## src/rtl/mult_pkg.sv

```systemverilog
// -----------------------------------------------------------------------------
// mult_pkg
//   Shared definitions for the radix-4 sequential multiplier.
//   - mult_state_t : controller state encoding (IDLE, RUN, DONE)
//   - DIGIT_W      : bits of multiplier retired per RUN cycle
//   - prod_width() : width of the full unsigned product
// -----------------------------------------------------------------------------
package mult_pkg;

  typedef enum logic [1:0] {
    IDLE = 2'd0,
    RUN  = 2'd1,
    DONE = 2'd2
  } mult_state_t;

  localparam int DIGIT_W = 2;

  // An unsigned a-bit by b-bit product never needs more than a+b bits.
  function automatic int prod_width(input int mcand_w, input int mplr_w);
    return mcand_w + mplr_w;
  endfunction

endpackage : mult_pkg

```

## src/rtl/radix4_pp.sv

```systemverilog
// -----------------------------------------------------------------------------
// radix4_pp
//   Combinational partial-product generator for one radix-4 multiplier digit.
//   Produces 0, 1x, 2x or 3x the multiplicand, zero-extended by two bits so
//   that 3x never overflows.
//
// Ports
//   mcand_i [MCAND_W-1:0]  multiplicand
//   digit_i [DIGIT_W-1:0]  current multiplier digit
//   pp_o    [MCAND_W+1:0]  mcand_i * digit_i
// -----------------------------------------------------------------------------
module radix4_pp
  import mult_pkg::*;
#(
  parameter int MCAND_W = 8
) (
  input  logic [MCAND_W-1:0] mcand_i,
  input  logic [DIGIT_W-1:0] digit_i,
  output logic [MCAND_W+1:0] pp_o
);

  logic [MCAND_W+1:0] mc_x1;
  logic [MCAND_W+1:0] mc_x2;

  assign mc_x1 = {2'b00, mcand_i};
  assign mc_x2 = {1'b0, mcand_i, 1'b0};

  // NOTE: every combinational output gets a default before the case so no
  // path through the block leaves it unassigned (which would infer a latch).
  always_comb begin
    pp_o = '0;
    unique case (digit_i)
      2'd0: pp_o = '0;
      2'd1: pp_o = mc_x1;
      2'd2: pp_o = mc_x2;
      2'd3: pp_o = mc_x1 + mc_x2;
    endcase
  end

endmodule : radix4_pp

```

## src/rtl/radix4_mult_seq.sv

```systemverilog
// -----------------------------------------------------------------------------
// radix4_mult_seq
//   Sequential unsigned multiplier. An operand pair is latched on an accepted
//   start; one radix-4 multiplier digit (2 bits) is retired per RUN cycle by a
//   single shared partial-product unit, and the shifted partial products are
//   accumulated. Completion is flagged by a one-cycle done pulse, with the
//   registered product held on prod until the next completion.
//
//   MPLR_W must be even.
//
// Build option
//   MULT_EARLY_EXIT_EN : when defined, RUN ends as soon as the remaining
//                        multiplier bits are all zero (1..N RUN cycles instead
//                        of a fixed N). The product is identical either way.
//
// Ports
//   clk                          rising-edge clock
//   rst                          synchronous active-high reset
//   start                        request; sampled only in IDLE or DONE
//   mcand [MCAND_W-1:0]          multiplicand, captured on accepted start
//   mplr  [MPLR_W-1:0]           multiplier, captured on accepted start
//   busy                         high while in RUN
//   done                         one-cycle completion pulse
//   prod  [MCAND_W+MPLR_W-1:0]   registered product
// -----------------------------------------------------------------------------
module radix4_mult_seq
  import mult_pkg::*;
#(
  parameter int MCAND_W = 8,
  parameter int MPLR_W  = 8
) (
  input  logic                      clk,
  input  logic                      rst,
  input  logic                      start,
  input  logic [MCAND_W-1:0]        mcand,
  input  logic [MPLR_W-1:0]         mplr,
  output logic                      busy,
  output logic                      done,
  output logic [MCAND_W+MPLR_W-1:0] prod
);

  localparam int PROD_W = prod_width(MCAND_W, MPLR_W);
  localparam int NDIG   = MPLR_W / DIGIT_W;
  localparam int CNT_W  = (NDIG > 1) ? $clog2(NDIG) : 1;

  mult_state_t         state_q, state_d;
  logic [MCAND_W-1:0]  mc_q, mc_d;
  logic [MPLR_W-1:0]   mp_sh_q, mp_sh_d;
  logic [PROD_W-1:0]   acc_q, acc_d;
  logic [CNT_W-1:0]    cnt_q, cnt_d;
  logic [PROD_W-1:0]   prod_q, prod_d;

  logic [MCAND_W+1:0]  pp;
  logic [PROD_W-1:0]   pp_shifted;
  logic [PROD_W-1:0]   acc_sum;
  logic [MPLR_W-1:0]   mp_next;
  logic [CNT_W:0]      shamt;
  logic                last_digit;
  logic                exit_run;

  radix4_pp #(
    .MCAND_W (MCAND_W)
  ) u_pp (
    .mcand_i (mc_q),
    .digit_i (mp_sh_q[DIGIT_W-1:0]),
    .pp_o    (pp)
  );

  // Digit cnt carries weight 4^cnt, i.e. a left shift of 2*cnt bits.
  assign shamt      = {cnt_q, 1'b0};
  assign pp_shifted = PROD_W'(pp) << shamt;
  assign acc_sum    = acc_q + pp_shifted;
  assign mp_next    = mp_sh_q >> DIGIT_W;
  assign last_digit = (cnt_q == CNT_W'(NDIG - 1));

`ifdef MULT_EARLY_EXIT_EN
  // Once the remaining multiplier bits are zero no further partial product
  // can change the sum, so the current acc_sum is already the final product.
  assign exit_run = last_digit || (mp_next == '0);
`else
  assign exit_run = last_digit;
`endif

  always_comb begin
    state_d = state_q;
    mc_d    = mc_q;
    mp_sh_d = mp_sh_q;
    acc_d   = acc_q;
    cnt_d   = cnt_q;
    prod_d  = prod_q;

    unique case (state_q)
      // DONE accepts a new request exactly like IDLE for back-to-back use.
      IDLE, DONE: begin
        if (start) begin
          mc_d    = mcand;
          mp_sh_d = mplr;
          acc_d   = '0;
          cnt_d   = '0;
          state_d = RUN;
        end else begin
          state_d = IDLE;
        end
      end

      RUN: begin
        acc_d   = acc_sum;
        mp_sh_d = mp_next;
        cnt_d   = cnt_q + CNT_W'(1);
        if (exit_run) begin
          prod_d  = acc_sum;
          state_d = DONE;
        end
      end

      default: state_d = IDLE;
    endcase
  end

  // NOTE: sequential state uses non-blocking assignments so every register
  // samples its pre-edge value, independent of statement order.
  always_ff @(posedge clk) begin
    if (rst) begin
      state_q <= IDLE;
      mc_q    <= '0;
      mp_sh_q <= '0;
      acc_q   <= '0;
      cnt_q   <= '0;
      prod_q  <= '0;
    end else begin
      state_q <= state_d;
      mc_q    <= mc_d;
      mp_sh_q <= mp_sh_d;
      acc_q   <= acc_d;
      cnt_q   <= cnt_d;
      prod_q  <= prod_d;
    end
  end

  assign busy = (state_q == RUN);
  assign done = (state_q == DONE);
  assign prod = prod_q;

endmodule : radix4_mult_seq

```

## config.mk

```make
export PLATFORM = sky130hd
export DESIGN_NAME = radix4_mult_seq
export DESIGN_NICKNAME = d
export VERILOG_FILES = /design/src/rtl/mult_pkg.sv /design/src/rtl/radix4_pp.sv /design/src/rtl/radix4_mult_seq.sv
export SDC_FILE = /design/constraint.sdc
export NUM_CORES = 1
export LEC_CHECK = 0
export BUFFER_PORTS_ARGS = -buffer_cell sky130_fd_sc_hd__clkbuf_2
export CORE_ASPECT_RATIO = 1.5
export CORE_MARGIN = 4
export CORE_UTILIZATION = 41
export CTS_CLUSTER_SIZE = 8
export DETAILED_ROUTE_END_ITERATION = 16
export REMOVE_ABC_BUFFERS = 1
export SYNTH_ARGS = -nofsm -noshare
export SYNTH_HDL_FRONTEND = slang
export SYNTH_SLANG_ARGS = --single-unit
```

## constraint.sdc

```tcl
create_clock -name clk -period 3.5 [get_ports clk]
set_clock_uncertainty 0.2 [all_clocks]
set_input_delay 0.7 -clock clk [delete_from_list [all_inputs] [get_ports clk]]
set_output_delay 0.7 -clock clk [all_outputs]
set_load 0.005 [all_outputs]
```

# Word-level counts from Yosys, hierarchy flattened
# Index checks and enable logic that the tools add are counted.
[word_totals] reg_bits=52 input_bits=19 wordCells=35
[op_classes] addsub=3 eq_ne=8 n_shift=1 muxes=10 reduce_logical=7
[op_table] op="10-bit one-hot mux with 4 select lines" n=1
[op_table] op="16-bit one-hot mux with 2 select lines" n=1
[op_table] op="16-bit adder" n=1
[op_table] op="16-bit two-way mux" n=1
[op_table] op="8-bit one-hot mux with 2 select lines" n=1
[op_table] op="10-bit by 3-bit left shift with 16-bit output" n=1
[op_table] op="8-bit by 9-bit adder with 10-bit output" n=1
[op_table] op="2-bit == test (second input constant)" n=4
[op_table] op="8-bit two-way mux" n=1
[op_table] op="2-bit one-hot mux with 2 select lines" n=2
[op_table] op="2-bit AND reduction" n=3
[op_table] op="2-bit by 1-bit == test with 1-bit output (second input constant)" n=2
[op_table] op="2-bit zero test" n=2
[op_table] op="2-bit two-way mux" n=2
[op_table] op="2-bit by 1-bit adder with 2-bit output (second input constant)" n=1
[op_table] op="2-bit by 1-bit inequality test with 1-bit output (second input constant)" n=1
[op_table] op="2-bit inequality test (second input constant)" n=1
[op_table] op="2-bit nonzero test" n=1
[op_table] op="2-bit OR reduction" n=1
[op_table] op="1-bit two-way mux" n=1

# Longest topological paths before layout
[depth] word_depth=5 mapped_depth=18 mapped_depth_nobuf=18

# By module
# Synthesis repeated with hierarchy kept, for this count alone.
[unflattened] hier_cells=428 hier_area_um2=3433.3
[modules_own_cells] module="radix4_mult_seq" instances=1 cells_each=359 area_each_um2=2942.8
[modules_own_cells] module="radix4_pp" instances=1 cells_each=69 area_each_um2=490.5

# Worst setup path before layout
# Ideal clock, no wire load.
[synth_timing] path_kind="reg2reg" startpoint="register mc_q[2]" endpoint="register acc_q[15]" setup_ns=0.117 arrival_time_ns=3.412 required_time_ns=3.183 path_slack_ns=-0.228 stages_incl_launch_ff=16 period_less_slack_ns=3.728 path_cell_list="dfxtp_1 -> ha_1 -> a21o_1 -> a21oi_2 -> o21ai_1 -> o311ai_1 -> mux2_2 -> a21bo_2 -> mux2i_1 -> ha_1 -> a21oi_1 -> o21ai_1 -> a221o_1 -> a41oi_1 -> xnor2_1 -> a22o_1"
[synth_between] elab_chain_len=5
[synth_rtl] item="from (decl)" line_no="radix4_mult_seq.sv:47" text="logic [MCAND_W-1:0] mc_q, mc_d;"
[synth_rtl] item="from (signal assigned)" line_no="radix4_mult_seq.sv:132" text="mc_q <= mc_d;"
[synth_rtl] item="8-bit by 9-bit adder with 10-bit output" line_no="radix4_pp.sv:36" text="2'd3: pp_o = mc_x1 + mc_x2;"
[synth_rtl] item="10-bit one-hot mux with 4 select lines (*)" line_no="radix4_pp.sv:32" text="unique case (digit_i)"
[synth_rtl] item="10-bit by 3-bit left shift with 16-bit output (*)" line_no="radix4_mult_seq.sv:71" text="assign pp_shifted = PROD_W'(pp) << shamt;"
[synth_rtl] item="16-bit adder (*)" line_no="radix4_mult_seq.sv:72" text="assign acc_sum = acc_q + pp_shifted;"
[synth_rtl] item="16-bit one-hot mux with 2 select lines (*)" line_no="radix4_mult_seq.sv:92" text="unique case (state_q)"
[synth_rtl] item="to (signal assigned)" line_no="radix4_mult_seq.sv:127" text="acc_q <= '0;"
[synth_rtl] item="to (signal assigned)" line_no="radix4_mult_seq.sv:134" text="acc_q <= acc_d;"
[synth_rtl] item="to (decl)" line_no="radix4_mult_seq.sv:49" text="logic [PROD_W-1:0] acc_q, acc_d;"
# Mark *: on every way between the ends. The rest lies on a longest branch, timed or not.
# A chain may end at the register's enable or synchronous reset.

# Worst setup path after layout
# Ends and elaborated chain as after synthesis.

==> results.json <==
{
  "hold_start": "prod[11]",
  "place_inst": 599,
  "yosysWarnings": 0,
  "p_leak_uw": 0.002066,
  "drive_gt1_frac": 0.4338,
  "yosys.cell_types.count": 53,
  "path_cells": "ha_4 > a21o_1 > a21oi_2 > o21ai_2 > o311ai_2 > mux2_4 > a21bo_4 > mux2i_2 > ha_1 > a21oi_2 > o21ai_2 > a221o_1 > a41oi_2 > xnor2_2 > a22o_1",
  "fmax_ghz": 0.2696,
  "finalSetupTns_ns": -1.514,
  "grt_overflow_total": 0,
  "ant_nets": 0,
  "cts-root-buf": "clkbuf_16",
  "cts_tree": "yes",
  "regArea_mm2": 0.001052,
  "area_growth_pct": 49.05,
  "ys_ff_latch": 52,
  "avgSynthCellArea_um2": 7.812,
  "start_kind": "flop",
  "final_hold_viol_count": 0,
  "vias": 3343,
  "grt_setup_unrepaired": "yes",
  "fin_util": 0.6293,
  "worstPathRequired_ns": 3.49,
  "dr.pass1.iters": 4,
  "dp_worst_setup_slack_ns": -0.4861,
  "crit_slowest_cell": "dfxtp_4",
  "wirelength_um": 9699,
  "whs_path_depth": 2,
  "status": "finished, violations left",
  "first_global_vias": 3288,
  "crit_fanout": 4,
  "end_kind": "flop",
  "num_antenna_cells": 0,
  "rr_startpoint": "mc_q[2]",
  "reg2reg_setup_slack_ns": -0.21,
  "clk_latency_ns": 0.31,
  "die_area_mm2": 0.009403,
  "multi_input_area_mm2": 0.002580,
  "drc_errors": 0,
  "clk_pin_slew_ns": 0.07,
  "violations": "setup timing",
  "crit_type": "reg -> reg",
  "grt_antenna_before_repair": 0,
  "cts_htree_levels": 2,
  "grt_start_max_net_pins": 28,
  "netlist.area_leader.share": 0.3219,
  "report.power.total_uw": 1551,
  "fin_crit_ns": 3.710,
  "clk_path_buf_depth": 2,
  "synth_ff_type": "dfxtp_1",
  "numClockSinks": 52,
  "setup_violations": 16,
  "yosysSeqAreaShare": 0.3219,
  "hpwl_um": 6701,
  "syn_area_mm2": 0.003234,
  "reg2reg_to": "acc_q[15]",
  "relSlewSlack": 0.4300,
  "hold-path-endpoint": "prod[11]",
  "synth_edf_count": 0,
  "rows": 39,
  "grt_usage": 0.2066,
  "synth_top_area_cell": "dfxtp_1",
  "drt-initial-drc-count": 144,
  "globalplace.congestion": 0.8661,
  "avgRoutedWirePerCell_um": 15.57,
  "start_util": 0.4222,
  "cp_data_arrival_time_ns": 3.70,
  "hp-class": "reg -> reg",
  "vias_per_cell": 5.366,
  "grt_pass1_wl_um": 15220,
  "io_buffers": 36,
  "die_w_um": 80.52,
  "maxCapViolCount": 0,
  "io_pins": 37,
  "hold_buffers": 0,
  "fin_ws_ns": -0.2099,
  "ir_worst_vdd_mv": 0.2100,
  "cts_buffers": 5,
  "worst_pin_slew_ns": 0.8546,
  "max_stage_delay_ns": 0.37,
  "core_area_mm2": 0.007661,
  "slew_violations": 0,
  "synthCells": 414,
  "fillCellCount": 681,
  "fp.dieH_um": 116.8,
  "synth_area_leaders": "dfxtp_1, ha_1, nand2_1, a21oi_1, nor2_1",
  "fin_crit_sh": 1.060,
  "async_flop_share": 0,
  "instances_no_fill": 623,
  "r2r_cells": 15,
  "finalNetCount": 566,
  "cellPowerDensity_mw_per_mm2": 321.7
}
## worst max-delay path by stage
| stage | start | endpoint | slack [ns] | cells past startpoint |
|---|---|---|---|---|
| after global routing | mc_q[2] | acc_q[15] | -0.36 | 15 |
| after floorplan | mc_q[2] | acc_q[15] | -0.23 | 15 |
| after CTS | mc_q[2] | acc_q[15] | -0.18 | 15 |
| after detailed placement | mc_q[1] | prod[14] | -0.49 | 19 |
| final | mc_q[2] | acc_q[15] | -0.21 | 15 |
| after global placement | mc_q[1] | prod[14] | -0.31 | 19 |
## what timing repair did
action                                  in CTS  in global routing
endpoints found under the setup margin      22                 24
buffers inserted                            13                 10
pin swaps                                   52                 53
gates resized for setup                     63                 67
hold endpoints to repair                     0                  0
## layer usage
| metal | global-route usage | up-vias | share of wire |
|---|---|---|---|
| met1 | 0.2230 | 1564 | 0.39 |
| met2 | 0.4004 | 75 | 0.55 |
| met3 | 0.02680 | 22 | 0.031 |
| met5 | 0 | - | 0 |
| met4 | 0.07892 | 0 | 0.034 |
| li1 | - | 1682 | - |
## placed cells by master (no fill, tap or decap), types with 4 or more instances in the layout
cell type,n
nor2b_1,6
xnor2_2,7
buf_6,12
nand2_2,9
nand2b_1,4
ha_4,6
o21ai_0,4
a21oi_2,15
nand2_1,66
nand3_1,4
o21ai_2,10
a22o_1,8
a21o_1,5
nor3_1,6
clkbuf_2,36
o21ai_1,5
a311oi_1,6
inv_1,7
a21oi_1,24
clkbuf_16,5
nor2_2,5
buf_4,72
nor2_1,41
ha_1,18
nor2_4,4
a22oi_1,12
a21oi_4,4
dfxtp_1,47
xnor2_1,5
## synthesized netlist by cell type (all sizes together), types with 2 or more instances
library cell	count
a211oi	3
a21o	6
a21oi	43
a22o	8
a22oi	14
a311oi	7
a31oi	2
and2	2
and3	3
buf	6
clkbuf	15
dfxtp	52
fa	2
ha	25
inv	9
mux2	2
mux2i	4
nand2	75
nand2b	4
nand3	6
nand4	2
nor2	50
nor2b	7
nor3	7
o211ai	2
o21a	2
o21ai	19
o22ai	4
o31ai	4
xnor2	13
xor2	3
## sequential cells by signal, indices dropped and copies added (netlist names)
name,count
cnt_q,2
mp_sh_q,8
acc_q,16
mc_q,8
prod,16
state_q,2
## kinds of logic (layout without fill, tap and decap cells)
kind of cell             Yosys count  after routing  synth area share
flip-flops                        52             52            0.3219
buffers and inverters             30            137           0.03984
AO/OA/AOI/OAI                    125            125            0.2584
XOR/XNOR                          16             16           0.04333
adder cells (fa/ha/maj)           27             27            0.1091
multiplexers                       6              6           0.01934
AND/OR/NAND/NOR                  158            158            0.2081
## cell type report
class | count | share of cell area
Timing Repair Buffer | 120 | 0.1775
Sequential cell | 52 | 0.2183
Clock inverter | 3 | 0.009603
Inverter | 9 | 0.007008
Tap cell | 102 | 0.02647
Clock buffer | 5 | 0.02595
Multi-Input combinational cell | 332 | 0.5352
## power by group
part	switching, uW	total (uW)	internal (uW)	leakage [uW]
Sequential	17.7	629	611	0.000425
Combinational	185	342	157	0.00156
Clock	239	580	340	0.0000804
## worst max-delay path: cells and delay by family, from the launching register on
family,cells,cell delay [ns]
flops,1,0.37
fa+ha+maj,2,0.51
mux,2,0.48
compound gates,10,1.91
xor+xnor,1,0.11
## through the flow
| step | instance area (um^2) | hold WS, ns |
|---|---|---|
| final | 4821 | 0.2513 |
| after floorplan | 3139 | 0.2318 |
| after global placement | 3958 | 0.2413 |
| after CTS | 4466 | 0.2568 |
| after global routing | 4821 | 0.2767 |
| after detailed placement | 3958 | 0.2479 |
(Power assumes the default switching activity.)
